===== config.mk =====
export PLATFORM = sky130hd
export DESIGN_NAME = cordic_vec_ctrl_flat
export DESIGN_NICKNAME = d
export VERILOG_FILES = /design/src/rtl/cordic_vec_ctrl_if.sv /design/src/rtl/cordic_vec_ctrl.sv /design/src/flat_wrapper.sv
export SDC_FILE = /design/constraint.sdc
export NUM_CORES = 1
export LEC_CHECK = 0
export BUFFER_PORTS_ARGS = -buffer_cell sky130_fd_sc_hd__clkbuf_2
export CORE_AREA = 10 10 146 148
export CTS_CLUSTER_SIZE = 16
export DETAILED_ROUTE_END_ITERATION = 8
export DIE_AREA = 0 0 156 158
export PLACE_DENSITY = 0.76
export SYNTH_ARGS = -nofsm -noshare
export SYNTH_HDL_FRONTEND = slang
export SYNTH_SLANG_ARGS = --single-unit

===== constraint.sdc =====
create_clock -name clk -period 14.1 [get_ports clk]
set_input_delay 2.115 -clock clk [delete_from_list [all_inputs] [get_ports clk]]
set_output_delay 2.115 -clock clk [all_outputs]
set_load 0.01 [all_outputs]

===== src/rtl/cordic_vec_ctrl_if.sv =====
// Handshake and data bundle for the CORDIC vectoring controller.
// master drives the input pair and out_ready; slave is the controller.
interface cordic_vec_ctrl_if #(
  parameter int DATA_LENGTH = 13,
  parameter int ITER_NUM    = 12
);
  logic                          in_valid;
  logic                          in_ready;
  logic signed [DATA_LENGTH-1:0] in_X;
  logic signed [DATA_LENGTH-1:0] in_Y;
  logic                          out_valid;
  logic                          out_ready;
  logic signed [DATA_LENGTH-1:0] out_X;
  logic signed [DATA_LENGTH-1:0] out_Y;
  logic [ITER_NUM-1:0]           out_signs;
  logic                          out_neg;
  logic                          busy;

  modport master (
    output in_valid, in_X, in_Y, out_ready,
    input  in_ready, out_valid, out_X, out_Y, out_signs, out_neg, busy
  );

  modport slave (
    input  in_valid, in_X, in_Y, out_ready,
    output in_ready, out_valid, out_X, out_Y, out_signs, out_neg, busy
  );
endinterface


===== src/rtl/cordic_vec_ctrl.sv =====
// Iterative CORDIC vectoring controller, two micro-rotations per clock.
// Optional gain compensation stage is enabled with macro CORDIC_GAIN_COMP_EN.
module cordic_vec_ctrl #(
  parameter int DATA_LENGTH = 13,
  parameter int ITER_NUM    = 12,
  parameter int ITER_IDX    = 4
) (
  input  logic              clk,
  input  logic              rst_n,
  cordic_vec_ctrl_if.slave  bus
);

  localparam int W = DATA_LENGTH;

  typedef logic signed [W-1:0] data_t;
  typedef logic [ITER_IDX-1:0] idx_t;

  typedef enum logic [1:0] {
    ST_IDLE = 2'd0,
    ST_ITER = 2'd1,
    ST_COMP = 2'd2,
    ST_DONE = 2'd3
  } state_t;

  localparam idx_t K_LAST = idx_t'(ITER_NUM - 2);

  // One micro-rotation: returns {d_k, X', Y'}; sums wrap at W bits.
  function automatic logic [2*W:0] micro_rot(input data_t x, input data_t y, input idx_t k);
    data_t xs;
    data_t ys;
    logic  d;
    xs = x >>> k;
    ys = y >>> k;
    d  = y[W-1];
    if (d) begin
      return {d, data_t'(x - ys), data_t'(y + xs)};
    end else begin
      return {d, data_t'(x + ys), data_t'(y - xs)};
    end
  endfunction

`ifdef CORDIC_GAIN_COMP_EN
  // Multiply by ~0.6074 using truncated shift-add terms.
  function automatic data_t gain_comp(input data_t v);
    return data_t'((v >>> 4'd1) + (v >>> 4'd3) - (v >>> 4'd6) - (v >>> 4'd9));
  endfunction
`endif

  state_t              state_r, state_nxt_s;
  data_t               x_r, x_nxt_s;
  data_t               y_r, y_nxt_s;
  idx_t                k_r, k_nxt_s;
  logic [ITER_NUM-1:0] signs_r, signs_nxt_s;
  logic                neg_r, neg_nxt_s;

  logic                in_ready_r;
  logic                busy_r;
  logic                out_valid_r, out_valid_nxt_s;
  data_t               out_x_r, out_x_nxt_s;
  data_t               out_y_r, out_y_nxt_s;
  logic [ITER_NUM-1:0] out_signs_r, out_signs_nxt_s;
  logic                out_neg_r, out_neg_nxt_s;

  logic [2*W:0]        rot0_s;
  logic [2*W:0]        rot1_s;
  idx_t                k1_s;

  // Two chained stages: k and k+1, the second fed by the first.
  assign k1_s   = k_r + idx_t'(1);
  assign rot0_s = micro_rot(data_t'(x_r), data_t'(y_r), k_r);
  assign rot1_s = micro_rot(data_t'(rot0_s[2*W-1:W]), data_t'(rot0_s[W-1:0]), k1_s);

  // Next-state and datapath update for all FSM states.
  always_comb begin
    state_nxt_s     = state_r;
    x_nxt_s         = x_r;
    y_nxt_s         = y_r;
    k_nxt_s         = k_r;
    signs_nxt_s     = signs_r;
    neg_nxt_s       = neg_r;
    out_valid_nxt_s = out_valid_r;
    out_x_nxt_s     = out_x_r;
    out_y_nxt_s     = out_y_r;
    out_signs_nxt_s = out_signs_r;
    out_neg_nxt_s   = out_neg_r;

    case (state_r)
      ST_IDLE: begin
        if (bus.in_valid) begin
          // Left half-plane inputs are negated into the right half-plane.
          if (bus.in_X[W-1]) begin
            x_nxt_s   = data_t'(-bus.in_X);
            y_nxt_s   = data_t'(-bus.in_Y);
            neg_nxt_s = 1'b1;
          end else begin
            x_nxt_s   = bus.in_X;
            y_nxt_s   = bus.in_Y;
            neg_nxt_s = 1'b0;
          end
          signs_nxt_s = '0;
          k_nxt_s     = '0;
          state_nxt_s = ST_ITER;
        end else begin
          state_nxt_s = ST_IDLE;
        end
      end

      ST_ITER: begin
        x_nxt_s = data_t'(rot1_s[2*W-1:W]);
        y_nxt_s = data_t'(rot1_s[W-1:0]);
        for (int i = 0; i < ITER_NUM; i++) begin
          if (idx_t'(i) == k_r) begin
            signs_nxt_s[i] = rot0_s[2*W];
          end else if (idx_t'(i) == k1_s) begin
            signs_nxt_s[i] = rot1_s[2*W];
          end else begin
            signs_nxt_s[i] = signs_r[i];
          end
        end
        k_nxt_s = k_r + idx_t'(2);
        if (k_r == K_LAST) begin
`ifdef CORDIC_GAIN_COMP_EN
          state_nxt_s = ST_COMP;
`else
          state_nxt_s = ST_DONE;
`endif
        end else begin
          state_nxt_s = ST_ITER;
        end
      end

`ifdef CORDIC_GAIN_COMP_EN
      ST_COMP: begin
        x_nxt_s     = gain_comp(x_r);
        y_nxt_s     = gain_comp(y_r);
        state_nxt_s = ST_DONE;
      end
`endif

      ST_DONE: begin
        // First DONE cycle captures the result; afterwards wait for out_ready.
        if (!out_valid_r) begin
          out_valid_nxt_s = 1'b1;
          out_x_nxt_s     = x_r;
          out_y_nxt_s     = y_r;
          out_signs_nxt_s = signs_r;
          out_neg_nxt_s   = neg_r;
          state_nxt_s     = ST_DONE;
        end else if (bus.out_ready) begin
          out_valid_nxt_s = 1'b0;
          state_nxt_s     = ST_IDLE;
        end else begin
          out_valid_nxt_s = 1'b1;
          state_nxt_s     = ST_DONE;
        end
      end

      default: begin
        out_valid_nxt_s = 1'b0;
        state_nxt_s     = ST_IDLE;
      end
    endcase
  end

  // State, datapath and registered outputs; reset aborts any transaction.
  always_ff @(posedge clk or negedge rst_n) begin
    if (!rst_n) begin
      state_r     <= ST_IDLE;
      x_r         <= '0;
      y_r         <= '0;
      k_r         <= '0;
      signs_r     <= '0;
      neg_r       <= 1'b0;
      in_ready_r  <= 1'b1;
      busy_r      <= 1'b0;
      out_valid_r <= 1'b0;
      out_x_r     <= '0;
      out_y_r     <= '0;
      out_signs_r <= '0;
      out_neg_r   <= 1'b0;
    end else begin
      state_r     <= state_nxt_s;
      x_r         <= x_nxt_s;
      y_r         <= y_nxt_s;
      k_r         <= k_nxt_s;
      signs_r     <= signs_nxt_s;
      neg_r       <= neg_nxt_s;
      in_ready_r  <= (state_nxt_s == ST_IDLE);
      busy_r      <= (state_nxt_s != ST_IDLE);
      out_valid_r <= out_valid_nxt_s;
      out_x_r     <= out_x_nxt_s;
      out_y_r     <= out_y_nxt_s;
      out_signs_r <= out_signs_nxt_s;
      out_neg_r   <= out_neg_nxt_s;
    end
  end

  assign bus.in_ready  = in_ready_r;
  assign bus.busy      = busy_r;
  assign bus.out_valid = out_valid_r;
  assign bus.out_X     = out_x_r;
  assign bus.out_Y     = out_y_r;
  assign bus.out_signs = out_signs_r;
  assign bus.out_neg   = out_neg_r;

endmodule

===== src/flat_wrapper.sv =====
// flat-port wrapper written by rule: the top's interface ports become plain ports
module cordic_vec_ctrl_flat 
#(
  parameter int DATA_LENGTH = 13,
  parameter int ITER_NUM    = 12,
  parameter int ITER_IDX    = 4
)
  (clk, rst_n, bus_in_valid, bus_in_X, bus_in_Y, bus_out_ready, bus_in_ready, bus_out_valid, bus_out_X, bus_out_Y, bus_out_signs, bus_out_neg, bus_busy);
  cordic_vec_ctrl_if #(.DATA_LENGTH(DATA_LENGTH), .ITER_NUM(ITER_NUM)) bus_i ();
  input  logic clk;
  input  logic rst_n;
  input wire logic [$bits(bus_i.in_valid)-1:0] bus_in_valid;
  input wire logic [$bits(bus_i.in_X)-1:0] bus_in_X;
  input wire logic [$bits(bus_i.in_Y)-1:0] bus_in_Y;
  input wire logic [$bits(bus_i.out_ready)-1:0] bus_out_ready;
  output wire logic [$bits(bus_i.in_ready)-1:0] bus_in_ready;
  output wire logic [$bits(bus_i.out_valid)-1:0] bus_out_valid;
  output wire logic [$bits(bus_i.out_X)-1:0] bus_out_X;
  output wire logic [$bits(bus_i.out_Y)-1:0] bus_out_Y;
  output wire logic [$bits(bus_i.out_signs)-1:0] bus_out_signs;
  output wire logic [$bits(bus_i.out_neg)-1:0] bus_out_neg;
  output wire logic [$bits(bus_i.busy)-1:0] bus_busy;
  assign bus_i.in_valid = bus_in_valid;
  assign bus_i.in_X = bus_in_X;
  assign bus_i.in_Y = bus_in_Y;
  assign bus_i.out_ready = bus_out_ready;
  assign bus_in_ready = bus_i.in_ready;
  assign bus_out_valid = bus_i.out_valid;
  assign bus_out_X = bus_i.out_X;
  assign bus_out_Y = bus_i.out_Y;
  assign bus_out_signs = bus_i.out_signs;
  assign bus_out_neg = bus_i.out_neg;
  assign bus_busy = bus_i.busy;
  cordic_vec_ctrl #(.DATA_LENGTH(DATA_LENGTH), .ITER_NUM(ITER_NUM), .ITER_IDX(ITER_IDX)) u_core (.clk(clk), .rst_n(rst_n), .bus(bus_i));
endmodule

==> impl_results.md <==
- Fmax: 108.8 MHz
- FF/Latch Area: 0.002156 mm²
- DPL Wire Length: 22970 µm
- Antenna diode count: 0
- Overall die area: about 0.025 mm²
- Final worst path period need: 9195 ps
- Detail-routed via count per cell: 6.375
- Synthesized instance count: 1137
- Hold/Removal Path Class: reg2reg
- Ratio of cells with drive above 1 in the final layout: 15.52%
- Clock tree from TritonCTS: built
- Required arrival time at the worst endpoint: 14340 ps
- Result of the run: completed
- Number of clock buffers inserted by TritonCTS: 9
- Post-synth ARST share: between 90% and 100%
- First-pass iteration count of the detailed router: 5
- Adder-cell share of the synthesized area: under 10%
- Register bit count reported by yosys: between 80 and 90
- Highest net fanout along the worst path: 67
- Antenna violations before repair: 0
- Pin count of the biggest net entering global routing: 69
- Number of levels in the clock H-tree: 3
- Actual slew at the worst max-slew pin: 1233 ps
- GP Congestion: 1.009
- Number of gates resized after cts: 0
- Critical Path Sink Type: flop
- Die height: 158 µm
- CP most frequent cell: sky130_fd_sc_hd__o21ai_0
- Initial Util: 48.93%
- Post-DR wirelength/cell: 21.56 µm
- Post-synth design cell area: 0.009030 mm²
- Relative max-transition margin: 17.51%
- Starting DRC count in detailed routing: between 1000 and 1500
- Total Routing Usage GR: 24.18%
- Clock root buffer: sky130_fd_sc_hd__clkbuf_16
- Number of buffers inserted by post-CTS setup repair: 0
- Total area of multi-input combinational cells: 0.006407 mm²
- Dominant combinational cell family by area after synthesis: compound AO/OA/AOI/OAI gates
- Fraction of synthesized cell area in xor and xnor cells: 8.743%
- Total of buffers placed on input and output ports: 71
- Max-cap violations: 0
- Top post-synthesis cells by count: sky130_fd_sc_hd__nand2_1, sky130_fd_sc_hd__nor2_1, sky130_fd_sc_hd__a21oi_1
- Post-Route Setup TNS: 0 ps
- Num rows: 50
- Total number of yosys warnings: 0
- Top cells by area in the synthesized netlist: sky130_fd_sc_hd__dfrtp_1, sky130_fd_sc_hd__ha_1, sky130_fd_sc_hd__xnor2_1, sky130_fd_sc_hd__mux2_2, sky130_fd_sc_hd__a21oi_1
- Data arrival time of the critical path: ~9400 ps
- Library cells used by synthesis: between 80 and 90
- Width of the die: approximately 160 µm
- Synth Net Count: 1229
- Clock Skew: 5.736 ps
- Cell type with the highest aggregate area in the netlist: sky130_fd_sc_hd__dfrtp_1
- Total wire length: 30330 µm
- Setup-failing EPs final: 0
- Ys flop type: sky130_fd_sc_hd__dfrtp_1
- # IOs: between 70 and 80
- Clock Pin Slew Worst Setup and Hold Paths: 70 ps
- Sequential area share after synthesis: 23.85%
- Yosys top cell area share: roughly a quarter
- Unrepaired setup endpoints after global routing: no
- Portion of the clock cycle consumed by the worst path in the final layout: 65.21%
- Clk_lat worst skew: roughly 350 ps
- Area of the placeable core: 0.01846 mm²
- Vias after detailed routing: 8969
- Nature of the critical path startpoint: flop
- Total number of nets in the final design: about 1300
- First-pass GRT wire length: around 47000 µm
- Post-synthesis mux area share: 9.242%
- Number of filler cells placed in the layout: 1690
- Clock buffer depth: 2
- Peak per-stage delay on the critical path: 560 ps
- Total grt overflow: 0
- Total DRC errors in the routed layout: 0
- Crit Path Class: reg2reg
- Number of global-route vias before repair: 8401
- Average cell area after synthesis: 7.942 µm²
- Area fraction in and, or, nand and nor cells after synthesis: 18.51%
- Compound-Gate Fraction of Synth Area: 25.32%
- Number of sinks handled by clock tree synthesis: between 80 and 90
- Library cell with the highest instance count after synthesis: sky130_fd_sc_hd__nand2_1
- Final slew viol count: 0
- Layout overhead on the synthesized area: 9.242%
- Number of synthesized flops with an enable pin: 0
- Standard cell with the maximum stage delay on the critical path: sky130_fd_sc_hd__a211oi_1
- Endpoints failing hold: 0
- Count of antenna-violating nets left after detailed routing: 0
- Hold_buf cts: 0
area by class of cell:
type,count,share of cell area [%]
Tap cell,234,2.968
Timing Repair Buffer,83,4.541
Multi-Input combinational cell,927,64.95
Sequential cell,86,21.85
Inverter,61,2.321
Clock inverter,6,0.9386
Clock buffer,10,2.423
worst paths after layout:
kind | slack (ps) | cells after the start | startpoint | endpoint
max | 4910 | 32 | u_core.k_r[1]$_DFFE_PN0P_ | u_core.y_r[12]$_DFFE_PN0P_
min | 480 | 2 | u_core.bus.out_X[1]$_DFFE_PN0P_ | u_core.bus.out_X[1]$_DFFE_PN0P_
max reg2reg | 4910 | 32 | u_core.k_r[1]$_DFFE_PN0P_ | u_core.y_r[12]$_DFFE_PN0P_
min reg2reg | 480 | 2 | u_core.bus.out_X[1]$_DFFE_PN0P_ | u_core.bus.out_X[1]$_DFFE_PN0P_
max in group asynchronous | 11300 | 2 | rst_n | u_core.k_r[1]$_DFFE_PN0P_
min in group asynchronous | 1630 | 1 | rst_n | u_core.bus.out_neg$_DFFE_PN0P_
per-layer routing:
metal	wire (µm)	share of wire (%)	GRT usage, %	vias up
met5	0	0	0	-
met4	1120	3.7	9.173	0
met3	2861	9.4	5.427	84
met2	13730	45	38.75	470
met1	12620	42	31.14	4234
li1	-	-	-	4181
cell families after synthesis:
logic type,Yosys count
buf+inv,124
mux,73
compound gates,356
flops,86
fa+ha+maj,62
xor+xnor,86
simple gates,350
through the flow:
step | area (µm²) | hold slack, ps | setup slack, ps | util, % | cells
global placement | 9533 | 461.5 | 5220 | 51.65 | 1391
global route | 9864 | 508.9 | 4287 | 53.45 | 1407
CTS | 9864 | 484.5 | 5062 | 53.45 | 1407
floorplan | 9030 | 442.4 | 6337 | - | 1137
detailed placement | 9533 | 470.1 | 5122 | 51.65 | 1391
finish | 9864 | 476.6 | 4905 | 53.45 | 1407
layout by cell type (no fill, tap or decap), drive strengths merged, types with 6 or more instances in the layout:
| cell type | count |
|---|---|
| nor4 | 6 |
| or3 | 10 |
| ha | 58 |
| xnor2 | 60 |
| mux2 | 43 |
| o211ai | 20 |
| a21boi | 6 |
| or2 | 8 |
| inv | 63 |
| clkbuf | 80 |
| nor3b | 6 |
| a21o | 12 |
| nand2 | 114 |
| buf | 13 |
| nor2 | 97 |
| o31ai | 10 |
| nand3 | 23 |
| o211a | 9 |
| o21a | 14 |
| nand2b | 15 |
| a21oi | 89 |
| o21ai | 92 |
| a31oi | 8 |
| nor2b | 11 |
| nor3 | 28 |
| and2 | 10 |
| dfrtp | 85 |
| and3 | 7 |
| xor2 | 24 |
| o221a | 6 |
| o31a | 6 |
| o22ai | 30 |
| a211oi | 11 |
| mux2i | 26 |
registers in the layout, indices dropped and copies added, names as in the netlist:
signal	flops
u_core.y_r	13
u_core.x_r	13
u_core.signs_r	12
u_core.k_r	3
u_core.bus.out_Y	13
u_core.bus.busy	1
u_core.bus.in_ready	1
u_core.bus.out_valid	1
u_core.bus.out_signs	12
u_core.neg_r	1
u_core.bus.out_neg	1
u_core.bus.out_X	13
u_core.state_r	2
critical path: cells and delay by family (launching register included):
kind | cells | cell delay, ps
xor+xnor | 1 | 170
fa+ha+maj | 3 | 870
mux | 2 | 640
flops | 1 | 340
buf+inv | 1 | 550
simple gates | 9 | 2230
compound gates | 16 | 4230
Power is left out: the tool's default activity adds up to more than one toggle a clock period on the data nets, which glitch-free logic cannot reach.
